### src/rtl/tile_spawner_pkg.sv
// Shared definitions for the tile spawner: FSM states, LFSR constants
// and the Galois step function.
package tile_spawner_pkg;

  typedef enum logic [1:0] {
    S_IDLE,
    S_SCAN,
    S_DONE
  } state_t;

  localparam logic [15:0] LFSR_SEED  = 16'hACE1;
  // Right-shifting Galois form of x^16+x^14+x^13+x^11+1
  localparam logic [15:0] LFSR_TAPS  = 16'hB400;
  localparam logic [7:0]  THRESH_DEF = 8'd230;

  function automatic logic [15:0] lfsr_next(input logic [15:0] s);
    return s[0] ? ((s >> 1) ^ LFSR_TAPS) : (s >> 1);
  endfunction

endpackage

### src/rtl/tile_spawner_lfsr16.sv
// 16-bit Galois LFSR with seed load (zero seed replaced by the default).
module lfsr16
  import tile_spawner_pkg::*;
(
  input  logic        clk,
  input  logic        rst,
  input  logic        i_ld,
  input  logic [15:0] i_seed,
  input  logic        i_en,
  output logic [15:0] o_state
);

  logic [15:0] r_state;

  always_ff @(posedge clk) begin
    if (rst)
      r_state <= LFSR_SEED;
    else if (i_ld)
      r_state <= (i_seed == '0) ? LFSR_SEED : i_seed;
    else if (i_en)
      r_state <= lfsr_next(r_state);
  end

  assign o_state = r_state;

endmodule

### src/rtl/tile_spawner.sv
// Spawns a 1 or 2 tile into the first empty cell found by a circular scan
// from an LFSR-chosen start index; reports full when no cell is empty.
module tile_spawner
  import tile_spawner_pkg::*;
#(
  parameter  int          ROWS   = 4,
  parameter  int          COLS   = 4,
  parameter  int          CELL_W = 4,
  parameter  logic [7:0]  THRESH = THRESH_DEF,
  localparam int          N      = ROWS * COLS,
  localparam int          IDX_W  = $clog2(N),
  localparam int          BW     = N * CELL_W
) (
  input  logic          clk,
  input  logic          rst,
  input  logic          seed_ld,
  input  logic [15:0]   seed,
  input  logic          req,
  input  logic [BW-1:0] board_in,
  output logic [BW-1:0] board_out,
  output logic          busy,
  output logic          done,
  output logic          full
);

  state_t              r_state, w_next;
  logic [15:0]         w_lfsr;
  logic [IDX_W-1:0]    w_r, w_start, r_idx;
  logic [IDX_W:0]      r_cnt;
  logic [CELL_W-1:0]   w_val, r_val, w_cell;
  logic [BW-1:0]       r_board, r_board_out, w_board_wr;
  logic                r_full, w_zero, w_last;
  logic                w_unused_lfsr;

  lfsr16 u_lfsr (
    .clk     (clk),
    .rst     (rst),
    .i_ld    (seed_ld),
    .i_seed  (seed),
    .i_en    (1'b1),
    .o_state (w_lfsr)
  );

  assign w_unused_lfsr = ^w_lfsr[7:IDX_W];
  assign w_r     = w_lfsr[IDX_W-1:0];
  assign w_start = (32'(w_r) < 32'(N)) ? w_r : IDX_W'(32'(w_r) - 32'(N));
  assign w_val   = (w_lfsr[15:8] < THRESH) ? CELL_W'(1) : CELL_W'(2);
  assign w_last  = (32'(r_cnt) == 32'(N - 1));
  assign w_zero  = (w_cell == '0);

  // Cell read and write-back both selected by a decoded compare on r_idx
  always_comb begin
    w_cell     = '0;
    w_board_wr = r_board;
    for (int unsigned i = 0; i < N; i++) begin
      if (32'(r_idx) == i) begin
        w_cell                         = r_board[i*CELL_W +: CELL_W];
        w_board_wr[i*CELL_W +: CELL_W] = r_val;
      end
    end
  end

  always_ff @(posedge clk) begin
    if (rst) r_state <= S_IDLE;
    else     r_state <= w_next;
  end

  always_comb begin
    w_next = r_state;
    busy   = 1'b0;
    done   = 1'b0;
    case (r_state)
      S_IDLE: if (req) w_next = S_SCAN;
      S_SCAN: begin
        busy = 1'b1;
        if (w_zero || w_last) w_next = S_DONE;
      end
      S_DONE: begin
        done   = 1'b1;
        w_next = S_IDLE;
      end
      default: w_next = S_IDLE;
    endcase
  end

  always_ff @(posedge clk) begin
    if (rst) begin
      r_idx       <= '0;
      r_cnt       <= '0;
      r_val       <= '0;
      r_board     <= '0;
      r_board_out <= '0;
      r_full      <= 1'b0;
    end else begin
      case (r_state)
        S_IDLE: begin
          if (req) begin
            r_board <= board_in;
            r_idx   <= w_start;
            r_val   <= w_val;
            r_cnt   <= '0;
          end
        end
        S_SCAN: begin
          if (w_zero) begin
            r_board_out <= w_board_wr;
            r_full      <= 1'b0;
          end else if (w_last) begin
            r_board_out <= r_board;
            r_full      <= 1'b1;
          end else begin
            r_idx <= (32'(r_idx) == 32'(N - 1)) ? '0 : r_idx + 1'b1;
            r_cnt <= r_cnt + 1'b1;
          end
        end
        default: ;
      endcase
    end
  end

  assign board_out = r_board_out;
  assign full      = r_full;

endmodule

### config.mk
export PLATFORM = sky130hd
export DESIGN_NAME = tile_spawner
export DESIGN_NICKNAME = d
export VERILOG_FILES = /design/src/rtl/tile_spawner_pkg.sv /design/src/rtl/tile_spawner_lfsr16.sv /design/src/rtl/tile_spawner.sv
export SDC_FILE = /design/constraint.sdc
export NUM_CORES = 1
export LEC_CHECK = 0
export ABC_CLOCK_PERIOD_IN_PS = 7300
export CORE_AREA = 2 2 117 119
export CTS_CLUSTER_SIZE = 40
export DETAILED_ROUTE_END_ITERATION = 7
export DIE_AREA = 0 0 119 121
export HOLD_SLACK_MARGIN = 0.15
export PLACE_DENSITY = 0.85
export SLEW_MARGIN = 40
export SYNTH_ARGS = -nofsm -noshare
export SYNTH_HDL_FRONTEND = slang
export SYNTH_SLANG_ARGS = --single-unit
### constraint.sdc
create_clock -name clk -period 7.3 [get_ports clk]
set_clock_uncertainty 0.05 [all_clocks]
set_input_delay 1.46 -clock clk [delete_from_list [all_inputs] [get_ports clk]]
set_output_delay 1.46 -clock clk [all_outputs]
set_load 0.01 [all_outputs]
-- After elaboration in Yosys (flattened, before gate mapping)
Cells that the tools add are included.
W data, S select, Z words.
- multiplexer cells: 54
- eq/ne operators: 22
- bitwise logic cells: 1
- reductions and logical operators: 11
- add/subtract/negate cells: 2
- order comparisons: 1
- operators by type and width (kind ; count):
    $mux W4 ; 36
    $mux W64 ; 2
    $mux W16 ; 3
    $eq A4 B4 Y1 const B ; 8
    $eq A4 B3 Y1 const B ; 4
    $logic_not A16 Y1 ; 1
    $mux W5 ; 3
    $pmux W5 S2 ; 1
    $eq A4 B2 Y1 const B ; 2
    $logic_not A4 Y1 ; 2
    $lt A8 B8 Y1 const B ; 1
    $ne A2 B2 Y1 const B ; 4
    $pmux W4 S2 ; 1
    $mux W2 ; 3
    $reduce_and A2 Y1 ; 3
    $add A5 B1 Y5 const B ; 1
    $eq A5 B4 Y1 const B ; 1
    $add A4 B1 Y4 const B ; 1
    $eq A4 B1 Y1 const B ; 1
    $mux W1 ; 4
    $not A3 Y4 ; 1
    $pmux W2 S2 ; 1
    $reduce_and A4 Y1 ; 1
    $reduce_bool A2 Y1 ; 2
    other kinds (4) ; 4
- flip-flop bits (word level): 160
- output and inout port bits: 67
- input bits: 84
- logic and storage cells: 99

-- Longest topological paths before layout
Gate-level depths: netlist (run 1).
- word-level depth: 21
- mapped depth: 14

-- Modules after synthesis
From an unflattened synthesis (run 1), not the netlist that was laid out.
- cell total of the unflattened synthesis: 896
- area total of the unflattened synthesis: 7224.4 µm²
- by module, submodules not included (module ; area an instance (µm²) ; instances ; cells an instance):
    tile_spawner ; 6348.6 ; 1 ; 808
    lfsr16 ; 875.8 ; 1 ; 88

-- Worst setup path after synthesis (run 1)
Ideal clock, no wire load.
- path type: register to register
- start: register r_idx[0]
- end: register r_board_out[48], in the netlist board_out[48]
- path slack: 4505 ps
- clock period less this slack: 2795 ps
- path buffers: 1
- arrival: 2657 ps
- required time: 7162 ps
- cell stages (with the launch flop): 12
- cells stage by stage: dfxtp_1 > inv_1 > ha_1 > buf_4 > a211oi_1 > a21oi_1 > a211oi_1 > o32ai_2 > a211oi_4 > a21oi_2 > or3b_1 > a311oi_2
- cells in the longest elaborated chain, start to end: 20
- elaborated cells on any way between the ends: 37
- classes of those cells: eq/ne (15); mux (18); reduce/logical (4)
- ends and longest elaborated chain (item ; RTL line ; text):
    start: declaration ; tile_spawner.sv:28 ; logic [IDX_W-1:0] w_r, w_start, r_idx;
    start signal: assignment ; tile_spawner.sv:99 ; r_idx <= w_start;
    start signal: assignment ; tile_spawner.sv:112 ; r_idx <= (32'(r_idx) == 32'(N - 1)) ? '0 : r_idx + 1'b1;
    $logic_not A4 Y1 ; tile_spawner.sv:56 ; if (32'(r_idx) == i) begin
    $mux W4 (16 in a row) ; tile_spawner.sv:56 ;
    $logic_not A4 Y1 ; tile_spawner.sv:49 ; assign w_zero = (w_cell == '0);
    $reduce_bool A2 Y1 (no line) ; n/a ;
    $reduce_and A2 Y1 (no line) ; n/a ;
    end signal: assignment ; tile_spawner.sv:106 ; r_board_out <= w_board_wr;
    end signal: assignment ; tile_spawner.sv:109 ; r_board_out <= r_board;
    end: declaration ; tile_spawner.sv:31 ; logic [BW-1:0] r_board, r_board_out, w_board_wr;
Several ways; a longest one is shown, not always the timed one.
A chain may end at the register's enable or synchronous reset.

-- Worst setup path in the final report (run 1)
- start: register r_idx[0]
- end: register r_board_out[16], in the netlist board_out[16]
Same word-level chain as after synthesis.

==> impl_metrics.py, run 1 <==
metrics = {
    "finish": {
        "antennaDiodeCount": 0,
        "num-nets-final": 1050,
        "areaGrowthSynthToFinish_pct": 28.5,
        "drive_gt1_share_pct": 6.37,
        "num-fill-cells": 1027,
        "register_area_um2": 3160,
        "multi_input_area_um2": 3450,
    },
    "clock_network": {
        "clk_pin_slew_ns": 0.06,
        "htree_num_levels": 4,
        "ctsRootBufferMaster": "clkbuf_16",
        "numCtsBuffers": 17,
        "cts_tree": "built",
        "clock_latency_ns": 0.43,
        "cts_setup_buffers": 0,
        "cts_sinks": 158,
        "clockBufferDepth": 2,
        "hold_buffers": 0,
        "cts_resized": 0,
    },
    "detailed_routing": {
        "wire_per_inst_um": 17.2,
        "vias": 6732,
        "vias_per_cell": 5.86,
        "drt_wl_total_mm": 19.8,
        "ant_nets": 0,
        "dr.first_iter.drc_count": 769,
        "remaining_drc_errors": 0,
        "firstDrtPassIters": 6,
    },
    "sta": {
        "finalWorstSetupSlack_ns": 3.10,
        "tns_ns": 0,
        "rsz0062_at_grt": "no",
        "maxSlewHeadroom_pct": 44.2,
        "setup_violations": 0,
        "finalHoldViolCount": 0,
        "fmax_mhz": 238,
        "fin_crit_sh_pct": 57.5,
        "slew_violations": 0,
        "worst_slew_pin_slew_ns": 0.835,
        "period_needed_ns": 4.20,
    },
    "yosys": {
        "seq_area_frac_synth_pct": 44.8,
        "synth_compound_area_share_pct": 21.6,
        "synth_edf_count": 0,
        "synthAdderAreaFrac_pct": 1.06,
        "syn_avg_cell_area_um2": 8.24,
        "yosysUniqueCellTypes": 69,
        "synth.cell_area_um2": 7060,
        "yosys_warnings": 0,
        "synth_seq_cells": 158,
        "synthXorXnorAreaFrac_pct": 0.620,
        "synthCells": 857,
        "async_flop_share_pct": 0,
        "synth_top_family_by_area": "simple AND/OR/NAND/NOR gates",
        "ys.flop_type": "dfxtp_1",
        "synth_simple_gate_area_share_pct": 22.3,
        "muxShareOfSynthArea_pct": 3.26,
        "syn-num-nets": 947,
    },
    "worst_setup_path": {
        "criticalPathCategory": "reg -> reg",
        "crit_family": "compound AO/OA/AOI/OAI gates",
        "worst_ep_arrival_time_ns": 4.48,
        "critPathSlowestCell": "ha_2",
        "cp-start-kind": "flop",
        "cp_max_fo": 52,
        "cp_num_buf_inv": 4,
        "path_cells": "inv_1 > ha_2 > inv_2 > or4_1 > a21oi_1 > o32ai_2 > a211oi_4 > buf_6 > a31o_4 > buf_12 > nor2_1 > a211oi_1",
        "cp_data_required_time_ns": 7.58,
        "endpoint_kind": "flop",
        "cpPeakStageDelay_ns": 0.53,
    },
    "floorplanning": {
        "pin_count": 151,
        "die_h_um": 121,
        "core_region_area_um2": 13100,
        "die_x_um": 119,
        "rows": 42,
        "die_area_um2": 14400,
        "start_util_pct": 53.9,
    },
    "placed_design": {
        "port_buffers": 150,
        "dp_hpwl_mm": 13.1,
        "place_ws_ns": 3.14,
        "routabilityCongestion": 0.923,
    },
    "global_route": {
        "grt_usage_pct": 27.6,
        "overflow": 0,
        "grt_antenna_before_repair": 0,
        "grt_pass1_vias": 6309,
        "grt_max_degree": 74,
        "grt_pass1_wl_mm": 31.8,
    },
    "power": {
        "ir_worst_vdd_mv": 0.205,
        "p_per_area_nw_per_um2": 344,
        "cellLeakagePower_nw": 3.22,
    },
    "status": {
        "status": "finished clean",
    },
    "min_path": {
        "hold_path.class": "reg -> reg",
    },
    "job": {
        "cap_violations": 0,
    },
}
## flip-flops by register name (all words and copies together), names as in the netlist
register and count:
full 1, r_idx 4, r_val 2, board_out 64
r_cnt 5, u_lfsr.o_state 16, r_board 64, r_state 2
## layer usage
metal / share of wire [%] / GRT usage (%)
met1: 42 / 34.5
met2: 49 / 47.1
met3: 6.7 / 6.58
met4: 2.4 / 9.08
met5: 0 / 0
## layout by cell type (no fill, tap or decap), drive strengths merged, types with 3 or more instances in the layout
cell | synthesis | final
nand3b | 6 | 6
a311oi | 14 | 14
o22ai | 8 | 8
dfxtp | 158 | 158
ha | 6 | 6
nand4 | 7 | 7
mux2i | 23 | 23
clkbuf | 38 | 21
buf | 37 | 10
nor4 | 6 | 6
o311ai | 4 | 4
a31oi | 7 | 7
nand2 | 185 | 185
nand3 | 27 | 27
nand4b | 3 | 3
a211oi | 29 | 29
a21oi | 116 | 116
o21a | 4 | 4
clkinvlp | 0 | 4
and2 | 4 | 4
o21ai | 14 | 14
nor2b | 9 | 9
clkinv | 0 | 5
nor2 | 55 | 55
nor3 | 16 | 16
xnor2 | 3 | 3
a21o | 4 | 4
clkdlybuf4s50 | 0 | 149
nand2b | 12 | 12
inv | 14 | 14
o211ai | 10 | 10
and3b | 3 | 3
## cell type report
cell class / instances / share of cell area, %
clock buffers: 21 / 5.19
clock inverters: 11 / 1.27
inverters: 14 / 0.579
multi-input cells: 610 / 38.1
flip-flops and latches: 158 / 34.9
well taps: 176 / 2.43
repair buffers: 159 / 17.6
## Yosys cell counts, types with 4 or more instances
| master | number | area, um2 |
|---|---|---|
| o22ai_1 | 8 | 50.1 |
| mux2i_1 | 23 | 230 |
| nor2b_1 | 9 | 56.3 |
| a211oi_1 | 25 | 188 |
| buf_1 | 6 | 22.5 |
| o21ai_0 | 13 | 65.1 |
| nand2_1 | 185 | 694 |
| nor2_1 | 54 | 203 |
| o211ai_1 | 10 | 75.1 |
| nor4_1 | 5 | 31.3 |
| nor3_1 | 16 | 80.1 |
| nand4_1 | 7 | 43.8 |
| ha_1 | 6 | 75.1 |
| a21o_1 | 4 | 30.0 |
| nand2b_1 | 12 | 75.1 |
| clkbuf_1 | 37 | 139 |
| a31oi_1 | 5 | 31.3 |
| nand3b_1 | 6 | 45.0 |
| dfxtp_1 | 158 | 3160 |
| buf_2 | 16 | 80.1 |
| a21oi_1 | 115 | 576 |
| buf_4 | 5 | 37.5 |
| a311oi_1 | 12 | 105 |
| inv_1 | 13 | 48.8 |
| buf_6 | 10 | 113 |
| and2_1 | 4 | 25.0 |
| nand3_1 | 27 | 135 |
| o21a_1 | 4 | 30.0 |
## tightest hold or removal path, stage by stage, from the launching register on
cell     delay (ns)
dfxtp_1        0.31
nand2_1        0.05
a21oi_1        0.05
## report_power, final
part           leakage, nW  switching (W)  internal [W]  total, W
Clock                0.281       0.000347      0.000527  0.000874
Combinational         1.64       0.000671      0.000455   0.00113
Sequential            1.29       0.000118       0.00100   0.00112
Total                 3.22        0.00114       0.00198   0.00312
## per-stage QoR
step / std cells / power (W) / area [um2] / utilization [%] / hold slack, ns
after floorplan: 857 / 0.00189 / 7060 / - / 0.383
after global placement: 1114 / 0.00219 / 8430 / 64.4 / 0.389
after detailed placement: 1117 / 0.00224 / 8480 / 64.8 / 0.397
after CTS: 1149 / 0.00311 / 9070 / 69.3 / 0.405
after global routing: 1149 / 0.00326 / 9070 / 69.3 / 0.425
final: 1149 / 0.00312 / 9070 / 69.3 / 0.401
## cells by family after synthesis
group           after synthesis
simple gates                346
compound gates              230
flops                       158
buf+inv                      89
mux                          23
fa+ha+maj                     6
xor+xnor                      5
## worst paths after layout
path | start | endpoint | slack [ns] | cells after the start
setup / recovery | r_idx[0] | board_out[16] | 3.10 | 12
hold / removal | board_out[35] | board_out[35] | 0.40 | 2
setup reg to reg | r_idx[0] | board_out[16] | 3.10 | 12
hold reg to reg | board_out[35] | board_out[35] | 0.40 | 2
No activity file was read; power rests on OpenSTA's default activity.
==> inputs of run 2 (changes only) <==
--- a/config.mk
+++ b/config.mk
@@ -5,13 +5,13 @@
 export SDC_FILE = /design/constraint.sdc
 export NUM_CORES = 1
 export LEC_CHECK = 0
-export ABC_CLOCK_PERIOD_IN_PS = 7300
-export CORE_AREA = 2 2 117 119
+export ABC_CLOCK_PERIOD_IN_PS = 3700
+export CORE_AREA = 2 2 127 129
 export CTS_CLUSTER_SIZE = 40
 export DETAILED_ROUTE_END_ITERATION = 7
-export DIE_AREA = 0 0 119 121
+export DIE_AREA = 0 0 129 131
 export HOLD_SLACK_MARGIN = 0.15
-export PLACE_DENSITY = 0.85
+export PLACE_DENSITY = 0.77
 export SLEW_MARGIN = 40
 export SYNTH_ARGS = -nofsm -noshare
 export SYNTH_HDL_FRONTEND = slang
==> constraint.sdc (replaced) <==
create_clock -name clk -period 3.7 [get_ports clk]
set_clock_uncertainty 0.05 [all_clocks]
set_input_delay 0.74 -clock clk [delete_from_list [all_inputs] [get_ports clk]]
set_output_delay 0.74 -clock clk [all_outputs]
set_load 0.01 [all_outputs]
==> run 2 against run 1 <==
Compared with the run above:
- via count shrank 1.1%
- total power increased by 99%
- cell count is 5.3% higher
- cell area up 2.1%
- worst hold slack gained 0.0014 ns
- register-to-register slack worse by 2.7 ns
- largest power group unchanged
- highest routed layer unchanged
==> impl_metrics.py, run 2 (synthesis results as in run 1) <==
metrics = {
    "worst_setup_path": {
        "regToRegSetupSlack_ns": 0.36,
        "cp_data_required_time_ns": 3.99,
        "r2r_end": "board_out[48]",
        "endpoint_kind": "flop",
        "r2r_start": "r_idx[0]",
        "worst_ep_arrival_time_ns": 3.63,
        "cp_max_fo": 12,
        "r2r_cells": 13,
        "cp-start-kind": "flop",
        "criticalPathCategory": "reg -> reg",
    },
    "floorplanning": {
        "die_area_um2": 16900,
        "pin_count": 151,
        "die_h_um": 131,
        "start_util_pct": 45.3,
        "rows": 46,
        "die_x_um": 129,
        "core_region_area_um2": 15600,
    },
    "finish": {
        "antennaDiodeCount": 0,
        "multi_input_area_um2": 3460,
        "num-nets-final": 1072,
        "drive_gt1_share_pct": 8.45,
        "layout_common_cells": "nand2_1, dfxtp_1, clkdlybuf4s50_1",
        "areaGrowthSynthToFinish_pct": 31.2,
        "fin_area_um2": 9260,
        "final_common_cell": "nand2_1",
        "register_area_um2": 3160,
        "num-fill-cells": 1406,
    },
    "detailed_routing": {
        "dr.first_iter.drc_count": 498,
        "wl_met2_mm": 10.1,
        "drt_wl_total_mm": 20.7,
        "ant_nets": 0,
        "wirelength_met1_mm": 8.76,
        "remaining_drc_errors": 0,
        "highest_layer": "met4",
        "vias_per_cell": 5.50,
        "wire_per_inst_um": 17.1,
        "firstDrtPassIters": 5,
        "met3_length_mm": 1.42,
        "vias": 6655,
    },
    "global_route": {
        "grt_max_degree": 79,
        "grt_pass1_wl_mm": 32.9,
        "grt_antenna_before_repair": 0,
        "grt_usage_pct": 24.9,
        "overflow": 0,
        "grt_pass1_vias": 6451,
    },
    "clock_network": {
        "clockBufferDepth": 2,
        "ctsRootBufferMaster": "clkbuf_16",
        "clk_pin_slew_ns": 0.06,
        "htree_num_levels": 4,
        "cts_tree": "built",
        "numCtsBuffers": 17,
        "cts_sinks": 158,
        "clock_latency_ns": 0.42,
    },
    "sta": {
        "rsz0062_at_grt": "no",
        "maxSlewHeadroom_pct": 48.2,
        "slew_violations": 0,
        "period_needed_ns": 3.34,
        "finalHoldViolCount": 0,
        "fmax_mhz": 299,
        "tns_ns": 0,
        "worst_slew_pin_slew_ns": 0.776,
        "setup_violations": 0,
        "fin_crit_sh_pct": 90.3,
        "finalWorstSetupSlack_ns": 0.358,
    },
    "min_path": {
        "min_to": "board_out[10]",
        "hold_depth": 2,
        "worstHoldStart": "board_out[10]",
        "hold_path.class": "reg -> reg",
    },
    "power": {
        "ir_worst_vdd_mv": 0.352,
        "p_per_area_nw_per_um2": 672,
        "cellLeakagePower_nw": 3.31,
    },
    "placed_design": {
        "place_ws_ns": 0.194,
        "port_buffers": 150,
        "routabilityCongestion": 0.970,
        "dp_hpwl_mm": 14.9,
        "placed_cell_area_um2": 8670,
    },
    "status": {
        "status": "finished clean",
    },
    "job": {
        "cap_violations": 0,
    },
}
==> run 2: what timing repair did <==
action | 4_1_cts | 5_1_grt
hold buffers | 0 | 0
gates resized for setup | 0 | 5
endpoints found under the setup margin | 0 | 52
setup buffers | 0 | 4
==> run 2: cell type report <==
cell class | instances | share of cell area [%]
clock buffers | 20 | 4.82
multi-input cells | 610 | 37.4
flip-flops and latches | 158 | 34.2
repair buffers | 181 | 19.1
clock inverters | 11 | 1.03
well taps | 216 | 2.92
inverters | 14 | 0.567
==> run 2: power by group <==
part / switching (W) / internal (W) / total (W)
logic: 0.00136 / 0.00104 / 0.00240
registers: 0.000230 / 0.00198 / 0.00221
clock network: 0.000680 / 0.000933 / 0.00161
==> run 2: layer usage <==
metal | vias to the layer above | global-route usage (%)
li1 | 3252 | -
met4 | 0 | 8.89
met1 | 3131 | 30.8
met3 | 35 | 6.43
met2 | 237 | 42.0
met5 | - | 0
==> run 2: metrics by stage <==
| stage | utilization [%] | cells | power [W] | hold slack [ns] |
|---|---|---|---|---|
| 2_1_floorplan | - | 857 | 0.00374 | 0.383 |
| 3_3_place_gp | 55.6 | 1175 | 0.00451 | 0.388 |
| 3_5_place_dp | 55.6 | 1175 | 0.00454 | 0.392 |
| 4_1_cts | 59.1 | 1206 | 0.00615 | 0.401 |
| 5_1_grt | 59.4 | 1210 | 0.00656 | 0.420 |
| 6_report | 59.4 | 1210 | 0.00622 | 0.402 |
==> run 2: critical path, stage by stage (launching register included) <==
cell,delay (ns)
dfxtp_1,0.36
inv_1,0.12
ha_1,0.45
buf_4,0.24
nand2_1,0.06
a21boi_0,0.28
a21oi_1,0.09
o32ai_2,0.42
a211oi_4,0.11
buf_4,0.19
a21oi_2,0.32
buf_4,0.20
o21ai_0,0.10
a311oi_2,0.27
==> run 2: worst max path at each step <==
| stage | depth (start not counted) | endpoint | from | slack (ns) |
|---|---|---|---|---|
| detailed placement | 12 | board_out[21] | r_idx[1] | 0.19 |
| global placement | 12 | board_out[15] | r_idx[0] | 0.29 |
| floorplan | 11 | board_out[48] | r_idx[0] | 0.90 |
| global route | 13 | board_out[48] | r_idx[1] | 0.07 |
| CTS | 12 | board_out[20] | r_idx[1] | 0.11 |
| finish | 13 | board_out[48] | r_idx[0] | 0.36 |
